--- src/rtl/i2c_slave.sv ---
// i2c_slave: byte-level I2C responder with 7-bit address match.
// Bus lines are oversampled on clk (2-flop synchroniser + delay flop), START/STOP
// are detected on the synchronised values, write bytes are ACKed and read bytes
// are shifted out from tx_data. sda_oe = 1 pulls SDA low (open-drain pad model).
// Optional feature macro: I2C_SLAVE_GCALL_EN (ACK the general-call write address 8'h00).
module i2c_slave #(
    parameter logic [6:0] SLAVE_ADDR = 7'h50
) (
    input  logic       clk,
    input  logic       asyn_rst,
    input  logic       scl_in,
    input  logic       sda_in,
    output logic       sda_oe,
    output logic [7:0] rx_data,
    output logic       rx_valid,
    input  logic [7:0] tx_data,
    output logic       tx_req,
    output logic       rw,
    output logic       busy
);

    localparam logic [2:0] IDLE     = 3'd0;
    localparam logic [2:0] ADDR     = 3'd1;
    localparam logic [2:0] ADDR_ACK = 3'd2;
    localparam logic [2:0] RX_BYTE  = 3'd3;
    localparam logic [2:0] RX_ACK   = 3'd4;
    localparam logic [2:0] TX_BYTE  = 3'd5;
    localparam logic [2:0] TX_ACK   = 3'd6;

    logic       scl_s1_r, scl_s2_r, scl_d_r;
    logic       sda_s1_r, sda_s2_r, sda_d_r;
    logic [2:0] state_r;
    logic [2:0] bit_cnt_r;
    logic [7:0] shift_r;
    logic       byte_done_r;

    logic scl_rise_s, scl_fall_s, scl_high_s;
    logic start_s, stop_s;
    logic addr_match_s;

    // Synchronise the pad lines; reset to the idle-high level so no false edge appears.
    always_ff @(posedge clk) begin
        if (asyn_rst) begin
            scl_s1_r <= 1'b1;
            scl_s2_r <= 1'b1;
            scl_d_r  <= 1'b1;
            sda_s1_r <= 1'b1;
            sda_s2_r <= 1'b1;
            sda_d_r  <= 1'b1;
        end else begin
            scl_s1_r <= scl_in;
            scl_s2_r <= scl_s1_r;
            scl_d_r  <= scl_s2_r;
            sda_s1_r <= sda_in;
            sda_s2_r <= sda_s1_r;
            sda_d_r  <= sda_s2_r;
        end
    end

    // Edge, START/STOP and address-match decode on the synchronised lines.
    always_comb begin
        scl_rise_s = scl_s2_r & ~scl_d_r;
        scl_fall_s = ~scl_s2_r & scl_d_r;
        scl_high_s = scl_s2_r & scl_d_r;
        start_s    = scl_high_s & ~sda_s2_r & sda_d_r;
        stop_s     = scl_high_s & sda_s2_r & ~sda_d_r;
`ifdef I2C_SLAVE_GCALL_EN
        addr_match_s = (shift_r[7:1] == SLAVE_ADDR) || (shift_r == 8'h00);
`else
        addr_match_s = (shift_r[7:1] == SLAVE_ADDR);
`endif
    end

    // Protocol FSM: START/STOP take priority over SCL-edge actions.
    always_ff @(posedge clk) begin
        if (asyn_rst) begin
            state_r     <= IDLE;
            bit_cnt_r   <= 3'd0;
            shift_r     <= 8'h00;
            byte_done_r <= 1'b0;
            sda_oe      <= 1'b0;
            rx_data     <= 8'h00;
            rx_valid    <= 1'b0;
            tx_req      <= 1'b0;
            rw          <= 1'b0;
            busy        <= 1'b0;
        end else begin
            rx_valid <= 1'b0;
            tx_req   <= 1'b0;
            if (start_s) begin
                state_r     <= ADDR;
                bit_cnt_r   <= 3'd0;
                byte_done_r <= 1'b0;
                sda_oe      <= 1'b0;
                busy        <= 1'b0;
            end else if (stop_s) begin
                state_r     <= IDLE;
                bit_cnt_r   <= 3'd0;
                byte_done_r <= 1'b0;
                sda_oe      <= 1'b0;
                busy        <= 1'b0;
            end else if (scl_rise_s) begin
                case (state_r)
                    ADDR, RX_BYTE: begin
                        shift_r   <= {shift_r[6:0], sda_s2_r};
                        bit_cnt_r <= bit_cnt_r + 3'd1;
                        if (bit_cnt_r == 3'd7) begin
                            byte_done_r <= 1'b1;
                            if (state_r == ADDR) begin
                                rw <= sda_s2_r;
                            end else begin
                                rx_data  <= {shift_r[6:0], sda_s2_r};
                                rx_valid <= 1'b1;
                            end
                        end
                    end
                    ADDR_ACK: begin
                        if (rw) begin
                            tx_req <= 1'b1;
                        end
                    end
                    TX_BYTE: begin
                        bit_cnt_r <= bit_cnt_r + 3'd1;
                        if (bit_cnt_r == 3'd7) begin
                            byte_done_r <= 1'b1;
                        end
                    end
                    TX_ACK: begin
                        if (!sda_s2_r) begin
                            tx_req <= 1'b1;
                        end else begin
                            state_r <= IDLE;
                            busy    <= 1'b0;
                        end
                    end
                    default: begin
                        state_r <= state_r;
                    end
                endcase
            end else if (scl_fall_s) begin
                case (state_r)
                    ADDR: begin
                        if (byte_done_r) begin
                            byte_done_r <= 1'b0;
                            if (addr_match_s) begin
                                state_r <= ADDR_ACK;
                                sda_oe  <= 1'b1;
                                busy    <= 1'b1;
                            end else begin
                                state_r <= IDLE;
                            end
                        end
                    end
                    ADDR_ACK: begin
                        bit_cnt_r <= 3'd0;
                        if (rw) begin
                            state_r <= TX_BYTE;
                            shift_r <= tx_data;
                            sda_oe  <= ~tx_data[7];
                        end else begin
                            state_r <= RX_BYTE;
                            sda_oe  <= 1'b0;
                        end
                    end
                    RX_BYTE: begin
                        if (byte_done_r) begin
                            byte_done_r <= 1'b0;
                            state_r     <= RX_ACK;
                            sda_oe      <= 1'b1;
                        end
                    end
                    RX_ACK: begin
                        state_r <= RX_BYTE;
                        sda_oe  <= 1'b0;
                    end
                    TX_BYTE: begin
                        if (byte_done_r) begin
                            byte_done_r <= 1'b0;
                            state_r     <= TX_ACK;
                            sda_oe      <= 1'b0;
                        end else begin
                            shift_r <= {shift_r[6:0], 1'b0};
                            sda_oe  <= ~shift_r[6];
                        end
                    end
                    TX_ACK: begin
                        state_r   <= TX_BYTE;
                        bit_cnt_r <= 3'd0;
                        shift_r   <= tx_data;
                        sda_oe    <= ~tx_data[7];
                    end
                    default: begin
                        state_r <= state_r;
                    end
                endcase
            end
        end
    end

endmodule

--- config.mk ---
export PLATFORM = sky130hd
export DESIGN_NAME = i2c_slave
export DESIGN_NICKNAME = d
export VERILOG_FILES = /design/src/rtl/i2c_slave.sv
export SDC_FILE = /design/constraint.sdc
export NUM_CORES = 1
export LEC_CHECK = 0
export BUFFER_PORTS_ARGS = -buffer_cell sky130_fd_sc_hd__buf_4
export CORE_MARGIN = 5
export CORE_UTILIZATION = 30
export CTS_CLUSTER_DIAMETER = 30
export DETAILED_ROUTE_END_ITERATION = 8
export GPL_TIMING_DRIVEN = 0
export MAX_ROUTING_LAYER = met4
export PLACE_DENSITY = 0.53
export SLEW_MARGIN = 0
export SYNTH_ARGS = -nofsm -noshare
export SYNTH_HDL_FRONTEND = slang
export SYNTH_SLANG_ARGS = --single-unit
export TNS_END_PERCENT = 10
--- constraint.sdc ---
create_clock -name clk -period 2.24 [get_ports clk]
set_input_delay 0.224 -clock clk [delete_from_list [all_inputs] [get_ports clk]]
set_output_delay 0.224 -clock clk [all_outputs]
set_load 0.02 [all_outputs]
## Word-level counts from Yosys, hierarchy flattened

Cells that the tools add are included.

- Memories: 0
- Output and inout bits: 13
- ROM bits: 0
- Input port bits: 12
- RAM bits: 0
- Register bits: 34
- Bits in latches: 0

- Equality and inequality tests: 27
- $mul: 0
- Divide/modulo/power cells: 0
- Bitwise gates (word level): 19
- Add/subtract/negate cells: 1
- Muxes and demuxes: 42
- Shift-type cells: 0
- Reductions and logical operators: 24
- Order comparisons: 0

Operator list:

| cell | count |
|---|---|
| 2-to-1 mux 8 bit | 5 |
| 2-to-1 mux 3 bit | 12 |
| case mux 8 bit (3 select lines) | 1 |
| AND reduction 6 bit | 4 |
| AND reduction 7 bit | 3 |
| 2-to-1 mux 1 bit | 20 |
| case mux 3 bit (6 select lines) | 1 |
| != test 3 bit (second input constant) | 5 |
| != test 5 bit (second input constant) | 3 |
| == test 3 bit (second input constant) | 4 |
| != test 2 bit (second input constant) | 6 |
| inverter 1 bit | 12 |
| nonzero test 2 bit | 5 |
| nonzero test 4 bit | 2 |
| nonzero test 8 bit | 1 |
| bitwise AND 1 bit | 7 |
| == test 7 bit (second input constant) | 1 |
| == test 3 x 2 -> 1 bit (second input constant) | 2 |
| != test 2 x 1 -> 1 bit (second input constant) | 3 |
| case mux 1 bit (6 select lines) | 1 |
| nonzero test 6 bit | 1 |
| OR reduction 3 bit | 2 |
| OR reduction 6 bit | 1 |
| != test 4 x 1 -> 1 bit (second input constant) | 1 |
| other kinds (9) | 10 |

## Longest topological paths before layout

Gate-level depths: netlist of run 1.

- Depth after elaboration: 8
- Depth in mapped cells: 9
- Depth with buffers taken out: 7

## Worst setup path before layout of run 1

OpenSTA, ideal clock, no wires.

- Path type: flip-flop to flip-flop
- Start point: reg scl_d_r
- End point: reg shift_r[1]
- Stages on the path, launching flop included: 10
- Setup slack: 0.431 ns
- Required time: 2.161 ns
- Arrival: 1.729 ns
- Buffers on the path: 2
- Cells stage by stage: dfxtp_1 inv_1 ha_1 buf_6 nor4b_2 o21ai_1 a211oi_4 buf_6 nor2_1 a211oi_2

- Elaborated cells on any way between the ends: 17
- Those cells by class: 3 x eq/ne; 1 x mux; 10 x bitwise; 3 x reduce/logical

RTL lines:

| element | line | RTL |
|---|---|---|
| start: declaration | 30 | `logic scl_s1_r, scl_s2_r, scl_d_r;` |
| start signal: assignment | 53 | `scl_d_r <= scl_s2_r;` |
| inverter 1 bit * | 62 | `scl_rise_s = scl_s2_r & ~scl_d_r;` |
| bitwise AND 1 bit * | 62 |  |
| named net scl_rise_s | 37 | `logic scl_rise_s, scl_fall_s, scl_high_s;` |
| != test 3 bit (no line), or another cell as far along | - |  |
| AND reduction 7 bit (no line) | - |  |
| end signal: assignment | 105 | `shift_r <= {shift_r[6:0], sda_s2_r};` |
| end signal: assignment | 158 | `shift_r <= tx_data;` |
| end signal: assignment | 182 | `shift_r <= {shift_r[6:0], 1'b0};` |
| end: declaration | 34 | `logic [7:0] shift_r;` |

Mark *: on every way through the listed nets, which the timed path passes. The rest lies on a longest branch.
A chain may end at the register's enable or synchronous reset.

## Final worst setup path of run 1

- Start point: reg scl_d_r
- End point: reg shift_r[0]

The elaborated chain is that of the path after synthesis.

==> results of run 1 <==
registers in the layout (all words and copies together), names as in the netlist:
| register | cells |
|---|---|
| rw | 1 |
| shift_r | 8 |
| rx_data | 8 |
| state_r | 3 |
| sda_s2_r | 1 |
| bit_cnt_r | 3 |
| busy | 1 |
| sda_s1_r | 1 |
| sda_d_r | 1 |
| scl_d_r | 1 |
| tx_req | 1 |
| rx_valid | 1 |
| byte_done_r | 1 |
| scl_s2_r | 1 |
| sda_oe | 1 |
| scl_s1_r | 1 |
cell usage in the layout (no fill, tap or decap), types with 5 or more instances in the layout:
master and count:
sky130_fd_sc_hd__nand2_1 10, sky130_fd_sc_hd__dfxtp_1 34, sky130_fd_sc_hd__nor2_1 28, sky130_fd_sc_hd__or2_2 7, sky130_fd_sc_hd__ha_1 5, sky130_fd_sc_hd__a21oi_1 9, sky130_fd_sc_hd__buf_4 26, sky130_fd_sc_hd__mux2i_1 19
sky130_fd_sc_hd__a211oi_1 7, sky130_fd_sc_hd__clkbuf_8 6, sky130_fd_sc_hd__nand3_1 5, sky130_fd_sc_hd__o21ai_0 5, sky130_fd_sc_hd__inv_1 6
where the power goes:
part	total (mW)	internal [mW]	leakage, nW	switching [mW]
Combinational	0.0701	0.0302	0.507	0.0399
Sequential	0.611	0.609	0.275	0.00193
Clock	0.584	0.356	0.0573	0.227
Total	1.26	0.995	0.839	0.269
critical path: cells and delay by family (launching register included):
kind | cells | cell delay [ns]
compound gates | 3 | 0.77
fa+ha+maj | 1 | 0.18
buf+inv | 3 | 0.39
flops | 1 | 0.36
simple gates | 2 | 0.25
metrics by stage:
stage / total power, mW / instance area [um2] / utilization, % / setup slack [ns]
floorplan: 0.665 / 1670 / - / 0.431
global placement: 0.695 / 1940 / 35.4 / 0.233
detailed placement: 0.695 / 1940 / 35.4 / 0.223
CTS: 1.27 / 2050 / 37.5 / 0.207
global route: 1.31 / 2050 / 37.5 / 0.0489
finish: 1.26 / 2050 / 37.5 / 0.207
cells by family after synthesis:
| logic type | count (synthesis) | share of synthesized area, % |
|---|---|---|
| AOI/OAI and AO/OA | 38 | 16.6 |
| xor gates and xnor gates | 1 | 0.525 |
| adders and majority gates | 5 | 3.75 |
| and+or+nand+nor | 70 | 21.2 |
| muxes | 19 | 11.4 |
| buffers and inverters | 18 | 5.70 |
| DFF | 34 | 40.8 |
per-layer routing:
metal	GRT usage, %	share of wire, %
met1	15.3	51
met2	16.3	43
met5	-	0
met4	4.32	1.8
met3	3.04	4.7
area by class of cell:
class                      count  area, um2
buffer                        12       72.6
clock buffer                   6       82.6
clock inverter                 1       30.0
fill                         607       3420
inverter                       6       22.5
multi-input combinational    133        893
sequential                    34        681
tap                           72       90.1
timing repair buffer          24        180
worst paths after layout:
path / to / start / slack (ns) / cells past startpoint
worst max register to register: shift_r[0]$_SDFFE_PP0P_ / scl_d_r$_SDFF_PP1_ / 0.21 / 9
worst max-delay path: shift_r[0]$_SDFFE_PP0P_ / scl_d_r$_SDFF_PP1_ / 0.21 / 9
worst min-delay path: scl_s1_r$_SDFF_PP1_ / scl_in / 0.12 / 2
worst min register to register: scl_s2_r$_SDFF_PP1_ / scl_s1_r$_SDFF_PP1_ / 0.41 / 1
==> results.txt, run 1 <==
The endpoint kind of the worst setup timing path was a flip-flop. The number of antenna violations at the first check in global routing is 0. The largest total area in the synthesized netlist belongs to sky130_fd_sc_hd__dfxtp_1. Synthesis handed over a netlist of 185 instances.

Before antenna repair, the detailed router went through 5 iterations. Data on the critical path arrives at its endpoint at 2.24 ns. Yosys printed 0 warnings.

Post-synthesis cell area: 0.00167 mm2. For the peak ir drop on the vdd network, the log shows 0.325 mV. The die outline area was 0.00716 mm2. The initial utilization of the core area, before any placement, comes to 30.5%. After routing, the total negative slack on setup checks comes to 0 ns. Standby leakage power: 0.839 nW.

Clock period minus worst slack: 2.03 ns. For this run, the leading register cell type out of synthesis is sky130_fd_sc_hd__dfxtp_1. The weighted congestion reported at the end of routability-driven placement was 0.846. Each instance of the synthesized netlist takes up on average 9.02 um2.

Setup repair after global routing left no endpoint under its margin. The non-filler instance count after layout was 288; the max-capacitance violation count was 0. The final cycle utilization of the critical path was 90.8%. In the routed design, unresolved DRC markers number 0. TritonCTS built the clock tree. When the netlist entered floorplanning its net count stood at 202. Peak per-stage delay on the critical path: 0.44 ns. Port buffering added 24 buffers.

The data required time of the critical path was 2.45 ns; the maximum clock skew at final layout was 0.00663 ns. The floorplan step set the die width to 84.6 um. By count the netlist is led by sky130_fd_sc_hd__dfxtp_1, sky130_fd_sc_hd__nor2_1, sky130_fd_sc_hd__mux2i_1. The number of top-level design ports is 25, and the post-layout net count is 233. The number of inserted diodes came out at 0. Power spread over the standard cell area amounts to 616 mW/mm2. The tools report the number of placed cells counting well taps as 281. The routed design has 3970 um of wire. Clock-pin slew was measured on the worst setup and hold paths at 0.07 ns. The tools report the number of slew-limit violations in the final report as 0. The run gives 0.492 GHz as the highest clock frequency the design can meet. The worst hold path belongs to the class in2reg. Traced cell by cell, the critical path runs through inv_1, ha_1, buf_6, nor3b_2, o21ai_1, a211oi_4, buf_6, nor2_1, a211oi_2.

At the pin with the least slew margin, the transition time is 0.612 ns. The largest buffer count on any clock path came out at 2. The via count of the first global-routing pass was 1,317. The HPWL after detailed placement is 2860 um. In the final routed layout, each cell accounts on average for 13.8 um. The first global-routing pass estimated 6350 um of wire. In this run the core area contains 27 standard-cell rows. Across all layers, the routed design uses 1,448 vias. The flow ran to the end, and the final reports show no timing, DRC or antenna violations. The total area inside the core boundary comes to 0.00547 mm2. Compared with the post-synthesis result, the final layout area differs by 22.9%. The run gives 0 as the number of hold-slack violations in the final timing report. In this run the clock root is driven by a sky130_fd_sc_hd__clkbuf_8. The worst setup path category was reg2reg. The area fraction of the dominant cell type after synthesis came out at 40.8%. For this run, the register share of the synthesized area comes to 40.8%. Hold is met by 0.119 ns. Post-CTS timing repair inserted 0 buffers for setup. Entering global routing, the biggest net connects 11 pins. The nature of the critical path startpoint is a flip-flop. The fraction of layout cells with a size suffix above 1 is 25.0%. The critical path's most frequent cell was sky130_fd_sc_hd__buf_6. The count of routing violations after the opening detailed-route iteration is 75, and the relative slew slack is 59.2%.

The logs give 2 for the number of levels the H-tree was split into and 0 for the overflow left after global routing. Global routing used 11.4% of the available tracks across all layers. For the worst-skew pair, the clock arrives at the later sink with an insertion delay of 0.29 ns. For this design, the CTS-stage hold fixing added 0 buffers. The mean number of vias per cell was 5.03.

The number of gates resized after cts came out at 0. The total CTS buffers is 5. After synthesis, the cell types taking the most area are sky130_fd_sc_hd__dfxtp_1, sky130_fd_sc_hd__mux2i_1, sky130_fd_sc_hd__nor2_1. The critical path's slowest cell was sky130_fd_sc_hd__a211oi_4. From bottom edge to top edge, the die measures 84.6 um. The number of distinct library cells after synthesis was 44; the number of enable flip-flop cells after synthesis was 0.

The maximum fanout along the worst path came out at 10. Total of endpoints with negative setup slack in the final report: 0. Synthesis inferred 34 register bits.

Once detail routing completed, the nets flagged for antenna violations numbered 0. sky130_fd_sc_hd__dfxtp_1 is the most common cell in the netlist. The count of clock tree sinks is 34. The fraction of registers with async set or reset after synthesis is 0%.
(Power assumes the default switching activity.)
==> inputs of run 2 (changes only) <==
Settings changed: CAP_MARGIN set to 20, CTS_CLUSTER_SIZE set to 8.
Clock period 2.24 ns to 2.02 ns, I/O delays scaled along.
==> run 2 against run 1 <==
  * Clock skew is 0.00070 ns lower
  * Non-clock buffer count is 2 higher
  * First-iteration DRC count is 1.3% lower
  * Combinational power rose by 11%
  * Via count down 1.2%
  * Critical endpoint is now shift_r[5]$_SDFFE_PP0P_
==> results.txt, run 2 (synthesized netlist as in run 1, its figures left out) <==
In this run the worst hold path is classified as in2reg. The root buffer cell chosen for the clock tree is sky130_fd_sc_hd__clkbuf_8. Endpoint of the lowest-slack register-to-register path: shift_r[5]$_SDFFE_PP0P_.

The total routing resource utilization after global routing was 11.3% (-0.12 points). The critical path's slowest cell was sky130_fd_sc_hd__dfxtp_1. TritonCTS built the clock tree. The maximum fanout along the worst path is 9 (-1), and the final cycle utilization of the critical path is 94.6% (+3.8 points).

The fraction of layout cells with a size suffix above 1 is 26.6% (+1.6 points). The count of port buffers added during placement was 24 (unchanged); the post-detailed-route count of antenna-violating nets was 0 (unchanged). For the max-capacitance violation count, the log shows 0 (unchanged). The data required time of the critical path is 2.22 ns (-0.23 ns). The number of cells on the worst hold path is 2 (unchanged). STA classifies the critical path endpoint as a flip-flop. The clock latency at the later pin of the worst-skew pair was 0.28 ns (about the same).

The logs give 0 (unchanged) for the number of slew-limit violations in the final report and 2.11 ns (-0.13 ns) for the arrival time of the worst setup path. Total of endpoints with negative setup slack in the final report: 0 (unchanged). The standby leakage power was 0.853 nW (+1.7%); the maximum clock skew at final layout was 0.00593 ns (-0.000698 ns). The floorplan row count is 27 (unchanged), and the count of routing violations after the opening detailed-route iteration is 74 (-1.3%). For the maximum number of pins on one net before global-route repair, the log shows 11 (unchanged).

The slew at the pin closest to its max-slew limit was 0.603 ns (-0.00890 ns); the post-route total power was 1.39 mW (+10%). The initial core utilization was 30.5% (unchanged). The clock transition at the register clock pins on the worst setup and hold paths after CTS works out to 0.07 ns (about the same). The peak per-stage delay on the critical path was 0.35 ns (-0.09 ns); the area of the placeable core was 0.00547 mm2 (unchanged). The total DRC errors in the routed layout was 0 (unchanged); the number of top-level design ports was 25 (unchanged).

The number of cell instances on the worst register-to-register path came out at 9 (unchanged). The run gives 0 (unchanged) as the number of hold-slack violations in the final timing report. The synthesis-to-finish area growth works out to 24.1%.

The number of levels the H-tree was split into came out at 2 (unchanged). The buffer and inverter count on the worst path was 3 (unchanged); the HPWL after detailed placement was 2860 um (unchanged). The logs give 0.00194 mm2 (unchanged) for the post-detailed-placement cell area and 0.846 (unchanged) for the weighted congestion reported at the end of routability-driven placement. The number of inserted diodes is 0 (unchanged). For the count of hold buffers inserted by post-cts repair, the log shows 0 (unchanged).

For the largest buffer count on any clock path, the log shows 2 (unchanged). In this run the critical register-to-register path is launched from scl_d_r$_SDFF_PP1_. The total number of vias is 1,430 (-1.2%), and the total CTS buffers is 5 (unchanged). The endpoint of the worst hold-timing path was scl_s1_r$_SDFF_PP1_.

Clock period minus worst slack: 1.91 ns (-0.123 ns). The worst slack at placement was 0.00305 ns (-0.220 ns); the count of clock tree sinks was 34 (unchanged). The mean number of vias per cell is 4.93 (-1.9%).

Relative slew slack: 59.8% (+0.59 points). The signal on the critical path passes through inv_1, ha_1, buf_6, nor4b_2, o21ai_1, a211oi_4, buf_4, nor2_1, a211oi_1. The logs give 0.109 ns (-0.0975 ns) for the final worst-path setup slack and 606 (-0.16%) for the number of filler instances in the final layout. Post-layout net count: 235 (+0.86%). The nature of the critical path startpoint is a flip-flop. The peak ir drop on the vdd network came out at 0.359 mV (+10%).

The die outline area was 0.00716 mm2 (unchanged). In the layout the commonest cells are sky130_fd_sc_hd__dfxtp_1, sky130_fd_sc_hd__buf_4, sky130_fd_sc_hd__nor2_1. The most frequent standard cell in the layout excluding fill and tap cells is sky130_fd_sc_hd__dfxtp_1. The run gives 0.11 ns (-0.10 ns) as the flop-to-flop setup slack. In this run the most critical hold path is launched from scl_in. The logs give 1,321 (+0.30%) for the via count of the first global-routing pass and 0 (unchanged) for the overflow left after global routing.

For the final design instance area without fill, the log shows 0.00207 mm2 (+0.98%). The die boundary width was 84.6 um (unchanged). The per-cell routed wire length was 13.5 um (-2.2%); the wire length after detailed routing was 3910 um (-1.6%).

The number of antenna violations at the first check in global routing was 0 (unchanged); the wire length of the first global-routing pass was 6340 um (-0.20%). The total power density per cell area was 673 mW/mm2 (+9.2%). The cell family contributing the most delay on the critical path is compound AO/OA/AOI/OAI gates. The largest registers in the layout are rx_data x8, shift_r x8.

The setup path with the least slack is of type reg2reg. The run finished with clean final reports. First-pass iteration count of the detailed router: 4 (-1).

Setup repair after global routing could not meet its margin everywhere. The run gives 0.523 GHz (+6.4%) as the highest clock frequency the design can meet. The height of the chip was 84.6 um (unchanged).
==> run 2: worst max path at each step <==
stage,start,to,slack [ns],cells past startpoint
after detailed placement,scl_d_r$_SDFF_PP1_,shift_r[0]$_SDFFE_PP0P_,0.003,9
after CTS,scl_s2_r$_SDFF_PP1_,bit_cnt_r[0]$_SDFFE_PP0P_,0.07,7
after global placement,scl_d_r$_SDFF_PP1_,shift_r[0]$_SDFFE_PP0P_,0.01,9
final,scl_d_r$_SDFF_PP1_,shift_r[5]$_SDFFE_PP0P_,0.11,9
after floorplan,scl_d_r$_SDFF_PP1_,shift_r[1]$_SDFFE_PP0P_,0.21,9
after global routing,scl_d_r$_SDFF_PP1_,shift_r[2]$_SDFFE_PP0P_,-0.02,9
==> run 2: metal layers <==
layer	GRT usage, %	wire length [um]	part of all wire (%)	up-vias
met4	3.88	50	1.3	0
met5	-	0	0	-
li1	-	-	-	720
met2	16.4	1690	43	42
met3	2.75	193	4.9	4
met1	15.2	1980	51	664
==> run 2: layout make-up <==
class / instances / area [um2] / area share (%)
Buffer: 12 / 73.8 / 3.56
Clock buffer: 6 / 82.6 / 3.99
Clock inverter: 1 / 30.0 / 1.45
Inverter: 6 / 22.5 / 1.09
Multi-Input combinational cell: 133 / 897 / 43.3
Sequential cell: 34 / 681 / 32.9
Tap cell: 72 / 90.1 / 4.35
Timing Repair Buffer: 26 / 195 / 9.42
==> run 2: metrics by stage <==
| stage | hold WS (ns) | utilization, % | std cells | setup TNS (ns) |
|---|---|---|---|---|
| 4_1_cts | 0.0918 | 37.8 | 290 | 0 |
| 3_5_place_dp | 0.389 | 35.4 | 281 | 0 |
| 6_report | 0.101 | 37.9 | 290 | 0 |
| 2_1_floorplan | 0.306 | - | 185 | 0 |
| 3_3_place_gp | 0.386 | 35.4 | 281 | 0 |
| 5_1_grt | 0.0815 | 37.9 | 290 | -0.0195 |
==> run 2: power by group <==
part | switching (mW) | internal [mW]
clock network | 0.244 | 0.395
registers | 0.00215 | 0.675
logic | 0.0441 | 0.0336
total | 0.290 | 1.10
==> run 2: repair_timing <==
action	in CTS	in global routing
gates resized for setup	0	3
pin swaps	1	1
endpoints found under the setup margin	2	10
buffers inserted	2	0
gates cloned	0	0
==> inputs of run 3 (changes only) <==
Settings changed: MAX_ROUTING_LAYER met4 to not set.
==> run 3 against run 2 <==
  * Worst hold slack lost 0.0012 ns
  * Register-to-register slack is essentially flat
  * Critical endpoint unchanged
  * Critical path type unchanged
  * Highest routed layer unchanged
  * Utilization is the same
  * Combinational power is essentially flat
  * Sequential share of layout area is the same
  * Wire length grew 1.0%
  * Clock-buffer cell count is the same
  * Cell count is the same
==> results.txt, run 3 (synthesized netlist as in run 1, its figures left out) <==
The total number of vias was 1,438 (+0.56%); the final design instance area without fill was 0.00207 mm2 (unchanged). For the arrival time of the worst setup path, the log shows 2.10 ns (about the same). The number of top-level design ports is 25 (unchanged), and the final cycle utilization of the critical path is 94.4% (-0.13 points). The final-layout setup total negative slack is 0 ns (unchanged). The die boundary width came out at 84.6 um (unchanged).

The number of inserted diodes is 0 (unchanged), and the non-filler instance count after layout is 290 (unchanged). The maximum fanout along the worst path is 9 (unchanged), and the routed wire length on met3 is 194 um (+0.52%). The maximum clock skew at final layout is 0.00435 ns (-0.00157 ns). The switching share of power is 20.9% (+0.093 points). The library cell used most frequently in the layout, excluding fill and tap cells, is sky130_fd_sc_hd__dfxtp_1. The design internal power is 1.10 mW (unchanged). The count of clock tree sinks was 34 (unchanged); the peak ir drop on the vdd network was 0.360 mV (+0.12%).

The tools report the root buffer selected by CTS as sky130_fd_sc_hd__clkbuf_8. For the area of the placeable core, the log shows 0.00547 mm2 (unchanged). The clock latency at the later pin of the worst-skew pair was 0.28 ns (about the same).

The clock period minus worst slack is 1.91 ns (-0.00266 ns). The run gives 5.6% (about the same) as the proportion of power drawn by combinational gates. The height of the chip works out to 84.6 um (unchanged). The run gives 11.0% (-0.32 points) as the total routing resource utilization after global routing. TritonCTS built the clock tree.

The post-detailed-route count of antenna-violating nets is 0 (unchanged). Routed metal-1 wire length: 2050 um (+3.5%). In this run the worst hold path is classified as in2reg. The floorplan row count was 27 (unchanged). The clock transition at the register clock pins on the worst setup and hold paths after CTS works out to 0.07 ns (about the same).

The logs give 2 (unchanged) for the number of levels the H-tree was split into and 2.21 ns (about the same) for the data required time of the critical path. For the weighted congestion reported at the end of routability-driven placement, the log shows 0.834 (-1.5%). The worst setup path category was reg2reg. The run gives 30.5% (unchanged) as the initial core utilization.

For the via count of the first global-routing pass, the log shows 1,320 (-0.076%). Setup repair after global routing could not meet its margin everywhere. The clock share of power is 45.9% (about the same). The run finished with clean final reports.

The run gives 0.00716 mm2 (unchanged) as the die outline area. The highest metal layer carrying signal wires in the routed design is met4. The nature of the critical path startpoint was a flip-flop. The overflow left after global routing was 0 (unchanged); the fraction of power consumed by sequential logic was 48.5% (about the same). The largest registers in the layout are rx_data x8, shift_r x8.

The run gives 0.00194 mm2 (unchanged) as the post-detailed-placement cell area. The run gives 78 (+5.4%) as the count of routing violations after the opening detailed-route iteration. STA classifies the critical path endpoint as a flip-flop. The run gives 0.292 mW (+0.57%) as the total net switching power.

The total CTS buffers is 5 (unchanged), and the number of slew-limit violations in the final report is 0 (unchanged). Wire length of the first global-routing pass: 6330 um (-0.11%). For the highest clock frequency the design can meet, the log shows 0.524 GHz (+0.14%).

The per-cell routed wire length works out to 13.6 um (+1.0%). The run gives 0 (unchanged) as the number of antenna violations at the first check in global routing. The fraction of layout cells with a size suffix above 1 is 26.6% (unchanged), and the maximum number of pins on one net before global-route repair is 11 (unchanged). The post-route total power came out at 1.40 mW (+0.12%). The total power density per cell area is 673 mW/mm2 (+0.12%), and the max-capacitance violation count is 0 (unchanged). Fraction of the core area covered by cells at the end of the flow: 37.9% (unchanged).

The count of port buffers added during placement was 24 (unchanged). The first-pass iteration count of the detailed router was 5 (+1); the post-layout net count was 235 (unchanged). The number of placed cells counting well taps is 281 (unchanged), and the HPWL after detailed placement is 2860 um (unchanged). The top cell types in the final layout, fill and taps aside, are sky130_fd_sc_hd__dfxtp_1, sky130_fd_sc_hd__buf_4, sky130_fd_sc_hd__nor2_1. The wire length on met2 is 1650 um (-1.9%), and the slew at the pin closest to its max-slew limit is 0.601 ns (-0.00235 ns). The mean number of vias per cell works out to 4.96 (+0.56%).

The synthesis-to-finish area growth was 24.1% (unchanged); the wire length after detailed routing was 3950 um (+1.0%). The largest buffer count on any clock path was 2 (unchanged); the number of filler instances in the final layout was 606 (unchanged). The total of endpoints with negative setup slack in the final report was 0 (unchanged). The standby leakage power was 0.853 nW (unchanged).

The relative slew slack came out at 59.9% (+0.16 points). Number of hold-slack violations in the final timing report: 0 (unchanged). The run gives 0 (unchanged) as the total DRC errors in the routed layout.
## run 3: cell counts in the layout (fill, tap and decap cells not counted)
Identical to the previous run, type by type.
## run 3: metal layers
metal  vias to the layer above  track usage (%)
li1                        719                -
met1                       660             15.1
met2                        50             16.4
met3                         9             2.94
met4                         0             3.88
met5                         -                0
## run 3: power by group through the flow
stage / Sequential, mW / Combinational (mW) / Clock, mW
floorplan: 0.692 / 0.0457 / 0
global placement: 0.693 / 0.0780 / 0
detailed placement: 0.693 / 0.0781 / 0
CTS: 0.677 / 0.0786 / 0.655
global route: 0.677 / 0.0857 / 0.685
finish: 0.677 / 0.0775 / 0.641
## run 3: worst max-delay path: stages, from the launching register on
cell,delay [ns]
sky130_fd_sc_hd__dfxtp_1,0.36
sky130_fd_sc_hd__inv_1,0.05
sky130_fd_sc_hd__ha_1,0.18
sky130_fd_sc_hd__buf_6,0.14
sky130_fd_sc_hd__nor4b_2,0.24
sky130_fd_sc_hd__o21ai_1,0.13
sky130_fd_sc_hd__a211oi_4,0.28
sky130_fd_sc_hd__buf_4,0.19
sky130_fd_sc_hd__nor2_1,0.04
sky130_fd_sc_hd__a211oi_1,0.21
## run 3: final cells by class
type                            count  area, um2  share of cell area [%]
Buffer                             12       73.8                    3.56
Clock buffer                        6       82.6                    3.99
Clock inverter                      1       30.0                    1.45
Inverter                            6       22.5                    1.09
Multi-Input combinational cell    133        897                    43.3
Sequential cell                    34        681                    32.9
Tap cell                           72       90.1                    4.35
Timing Repair Buffer               26        195                    9.42
## run 3: through the flow
stage               hold slack [ns]  setup WS, ns
floorplan                     0.306         0.211
global placement              0.386        0.0126
detailed placement            0.389       0.00305
CTS                          0.0918        0.0691
global route                 0.0815       -0.0195
finish                       0.0994         0.112
## run 3: worst paths after layout
path	startpoint	end	slack (ns)	cells past startpoint
min	scl_in	scl_s1_r$_SDFF_PP1_	0.1	2
min reg2reg	scl_s1_r$_SDFF_PP1_	scl_s2_r$_SDFF_PP1_	0.41	1
max reg2reg	scl_d_r$_SDFF_PP1_	shift_r[5]$_SDFFE_PP0P_	0.11	9
max	scl_d_r$_SDFF_PP1_	shift_r[5]$_SDFFE_PP0P_	0.11	9
## run 3: repair_timing
action	4_1_cts	5_1_grt
setup buffers	2	0
endpoints found under the setup margin	2	10
gates cloned	0	0
resized for setup	0	3
hold buffers	0	0
pin swaps	1	1
